<file path="config.mk">
export PLATFORM = sky130hd
export DESIGN_NAME = serial_frame_rx
export DESIGN_NICKNAME = d
export VERILOG_FILES = /design/src/rtl/serial_frame_rx.sv
export SDC_FILE = /design/constraint.sdc
export NUM_CORES = 1
export LEC_CHECK = 0
export BUFFER_PORTS_ARGS = -buffer_cell sky130_fd_sc_hd__buf_2
export CAP_MARGIN = 25
export CORE_ASPECT_RATIO = 0.9
export CORE_MARGIN = 3
export CORE_UTILIZATION = 55
export DETAILED_ROUTE_END_ITERATION = 10
export PLACE_DENSITY = 0.74
export SYNTH_ARGS = -nofsm -noshare
export SYNTH_HDL_FRONTEND = slang
export SYNTH_SLANG_ARGS = --single-unit
</file>
<file path="constraint.sdc">
create_clock -name clk -period 2.38 [get_ports clk]
set_input_delay 0.595 -clock clk [delete_from_list [all_inputs] [get_ports clk]]
set_output_delay 0.595 -clock clk [all_outputs]
set_load 0.005 [all_outputs]
</file>
<file path="src/rtl/serial_frame_rx.sv">
// Framed serial receiver: start bit, DATA_W bits LSB first, optional even parity, stop bit.
// Completed words are held in a one-entry valid/ready register; errors are one-cycle pulses.
module serial_frame_rx #(
  parameter int DATA_W    = 8,
  parameter bit PARITY_EN = 1'b0
) (
  input  logic              clk,
  input  logic              rst_n,
  input  logic              sin,
  output logic [DATA_W-1:0] dout,
  output logic              dout_valid,
  input  logic              dout_ready,
  output logic              frame_err,
  output logic              parity_err,
  output logic              overrun
);

  localparam int CNT_W = (DATA_W > 1) ? $clog2(DATA_W) : 1;
  localparam logic [CNT_W-1:0] LAST_BIT = CNT_W'(DATA_W - 1);

  typedef enum logic [2:0] {
    S_IDLE,
    S_DATA,
    S_PARITY,
    S_STOP,
    S_WAIT_IDLE
  } state_t;

  state_t            state, state_nxt;
  logic [CNT_W-1:0]  cnt;
  logic [DATA_W-1:0] shift;
  logic              par_bad;
  logic              good;
  logic              load;

  always_ff @(posedge clk or negedge rst_n) begin
    if (!rst_n) state <= S_IDLE;
    else        state <= state_nxt;
  end

  always_comb begin
    state_nxt = state;
    case (state)
      S_IDLE:      if (!sin) state_nxt = S_DATA;
      S_DATA: begin
        if (cnt == LAST_BIT) begin
          if (PARITY_EN) state_nxt = S_PARITY;
          else           state_nxt = S_STOP;
        end
      end
      S_PARITY:    state_nxt = S_STOP;
      S_STOP:      state_nxt = sin ? S_IDLE : S_WAIT_IDLE;
      S_WAIT_IDLE: if (sin) state_nxt = S_IDLE;
      default:     state_nxt = S_IDLE;
    endcase
  end

  // A held word may be replaced on the same edge the consumer takes it.
  assign good = (state == S_STOP) && sin && !par_bad;
  assign load = good && (!dout_valid || dout_ready);

  always_ff @(posedge clk or negedge rst_n) begin
    if (!rst_n) begin
      cnt        <= '0;
      shift      <= '0;
      par_bad    <= 1'b0;
      dout       <= '0;
      dout_valid <= 1'b0;
      frame_err  <= 1'b0;
      parity_err <= 1'b0;
      overrun    <= 1'b0;
    end else begin
      frame_err  <= (state == S_STOP) && !sin;
      parity_err <= (state == S_STOP) && sin && par_bad;
      overrun    <= good && !load;

      if (state == S_IDLE) begin
        cnt     <= '0;
        par_bad <= 1'b0;
      end

      if (state == S_DATA) begin
        shift[cnt] <= sin;
        if (cnt != LAST_BIT) cnt <= cnt + 1'b1;
      end

      // Even parity: data ones plus the parity bit must be even.
      if (state == S_PARITY) par_bad <= (^shift) ^ sin;

      if (load) begin
        dout       <= shift;
        dout_valid <= 1'b1;
      end else if (dout_ready) begin
        dout_valid <= 1'b0;
      end
    end
  end

endmodule

</file>
==> flow_summary.json <==
{
  "clkSinkCount": 27,
  "reg2reg_depth": 4,
  "ant_nets": 0,
  "yosys.area.top_type": "dfrtp_1",
  "gp_congestion": 0.693,
  "yosys-top-cells-count": "dfrtp_1, mux2_2, nand2_1, nor2_1, xnor2_1",
  "cts_buffers": 3,
  "grt_pass1_wl_um": 3570,
  "ys.flop_type": "dfrtp_1",
  "cts_buffer_depth": 2,
  "power.leakage_nw": 0.659,
  "portBuffers": 15,
  "dr.pass1.iters": 4,
  "fmax_ghz": 0.489,
  "wl_per_cell_um": 14.7,
  "routed_via_density": 5.41,
  "worst_pin_slew_ns": 0.572,
  "grt_pass1_vias": 745,
  "wl_met1_um": 972,
  "crit-reg2reg-capture": "dout[5]$_DFFE_PN0P_",
  "root_buffer": "clkbuf_4",
  "crit_fanout": 10,
  "synth_area_sq_mm": 0.00125,
  "status": "complete, no violations",
  "syn_nets": 102,
  "fill_cells": 162,
  "die_area_sq_mm": 0.00287,
  "min_period_ns": 2.05,
  "synth_cells": 96,
  "ys.warnings.count": 0,
  "avgSynthCellArea_sq_um": 13.0,
  "cts_tree": "done",
  "slew_headroom_pct": 61.9,
  "dp_slack_ns": 0.377,
  "arrival_ns": 2.26,
  "hp-class": "in -> async",
  "synth-async-reset-ratio_pct": 100,
  "vdd_ir_drop_max_mv": 0.958,
  "rows": 15,
  "maxSlewViolCount": 0,
  "grt_max_degree": 28,
  "setup_viol": 0,
  "synth_most_common_cell": "dfrtp_1",
  "worstReg2RegStart": "state[2]$_DFFE_PN0P_",
  "min_period_over_period_pct": 85.9,
  "highest_layer": "met4",
  "drive_above_1_share_pct": 36.9,
  "setup.worst_path.end_class": "flop",
  "seq_area_frac_synth_pct": 54.2,
  "final_cell_area_sq_mm": 0.00135,
  "start_util_pct": 61.5,
  "maxCapViolCount": 0,
  "rrSetupSlack_ns": 0.33,
  "insertion_delay_ns": 0.32,
  "syn_to_final_growth_pct": 8.13,
  "grt_util_all_layers_pct": 16.5,
  "core-area_sq_mm": 0.00203,
  "finalHoldViolCount": 0,
  "required_ns": 2.60,
  "drc_errors": 0,
  "finClkSkew_ns": 0.00640,
  "die_x_um": 56.2,
  "wl_met2_um": 902,
  "met3_length_um": 106,
  "yosysTopAreaCellShare_pct": 54.2,
  "path_class": "reg -> reg",
  "synth_edf_count": 0,
  "tns_ns": 0,
  "n_antenna_cell": 0,
  "cp-start-kind": "flop",
  "ys_seq_elements": 27,
  "cts.hold.buffers_added": 0,
  "num-nets-final": 118,
  "grt_overflow": 0,
  "boundaryPins": 16,
  "wl_um": 2000,
  "place_hpwl_um": 1440,
  "rsz0062_at_grt": "false",
  "clkTransAtPathRegs_ns": 0.14,
  "num_vias": 736,
  "die_h_um": 51.2,
  "post_dp_cell_area_sq_mm": 0.00132,
  "synth_area_leaders": "dfrtp_1, mux2_2, xnor2_1",
  "antenna_found_initial": 0,
  "ctsResizeCount": 0,
  "p_per_area_mw_per_mm2": 1330,
  "drt-initial-drc-count": 6,
  "cts_setup_buffers": 0,
  "timing.final.ws_setup_ns": 0.335,
  "ys_types": 29,
  "htreeDepth": 1
}
==> critical path, cell delays in order (launching register included) <==
cell and delay (ns):
dfrtp_1 0.51, nand3b_4 0.22, or3b_4 0.40, nor2b_2 0.42, mux2_2 0.39
==> final cells by class <==
cell class	instances	area (sq um)	share of cell area [%]
clock buffer	4	26.3	1.95
inverter	1	3.75	0.279
multi-input combinational	63	528	39.2
sequential	27	676	50.1
tap	25	31.3	2.32
timing repair buffer	16	82.6	6.13
==> how the worst max path moves through the flow <==
| stage | cells past startpoint | to | from |
|---|---|---|---|
| 3_3_place_gp | 4 | dout[5]$_DFFE_PN0P_ | sin |
| 5_1_grt | 4 | dout[1]$_DFFE_PN0P_ | state[0]$_DFFE_PN0P_ |
| 6_report | 4 | dout[5]$_DFFE_PN0P_ | state[2]$_DFFE_PN0P_ |
| 3_5_place_dp | 4 | dout[2]$_DFFE_PN0P_ | state[2]$_DFFE_PN0P_ |
| 2_1_floorplan | 6 | dout[0]$_DFFE_PN0P_ | state[2]$_DFFE_PN0P_ |
| 4_1_cts | 4 | dout[2]$_DFFE_PN0P_ | state[2]$_DFFE_PN0P_ |
==> cell families (layout without fill, tap and decap cells) <==
group                    after synthesis  in the layout  synth area share, %
AO/OA/AOI/OAI                          9              9                 4.72
XOR/XNOR                               7              7                 6.02
adder cells (fa/ha/maj)                2              2                 2.01
buffers and inverters                  6             21                 3.41
flip-flops                            27             27                 54.2
multiplexers                          17             17                 15.4
AND/OR/NAND/NOR                       28             28                 14.3
==> registers in the layout, summed over array words and instances (netlist names) <==
register    cells
cnt             3
dout            8
dout_valid      1
frame_err       1
overrun         1
par_bad         1
parity_err      1
shift           8
state           3
==> report_power, final <==
part           switching (mW)  total (mW)  leakage (nW)  internal, mW
combinational           0.301       0.788         0.306         0.487
clock                   0.127       0.192        0.0150        0.0656
sequential              0.172       0.814         0.338         0.642
==> placed cells by master, fill, tap and decap left out, drive strengths merged, types with 3 or more instances in the layout <==
cell     n
a21oi    3
clkbuf   4
nor2     5
nand2    9
mux2    17
xnor2    4
buf     16
dfrtp   27
nor2b    3
==> metrics by stage <==
stage	hold slack (ns)	utilization, %	total power, mW	instances
2_1_floorplan	0.299	-	1.43	96
3_3_place_gp	0.486	65.2	1.58	132
3_5_place_dp	0.490	65.2	1.62	132
4_1_cts	0.262	66.5	1.82	136
5_1_grt	0.286	66.5	1.95	136
6_report	0.247	66.5	1.79	136
==> routing by layer <==
metal / vias up / GRT usage, %
met5: - / 0
met4: 0 / 5.93
met3: 2 / 5.56
met2: 17 / 25.7
met1: 355 / 21.7
li1: 362 / -
Power figures use the tool's default switching activity.
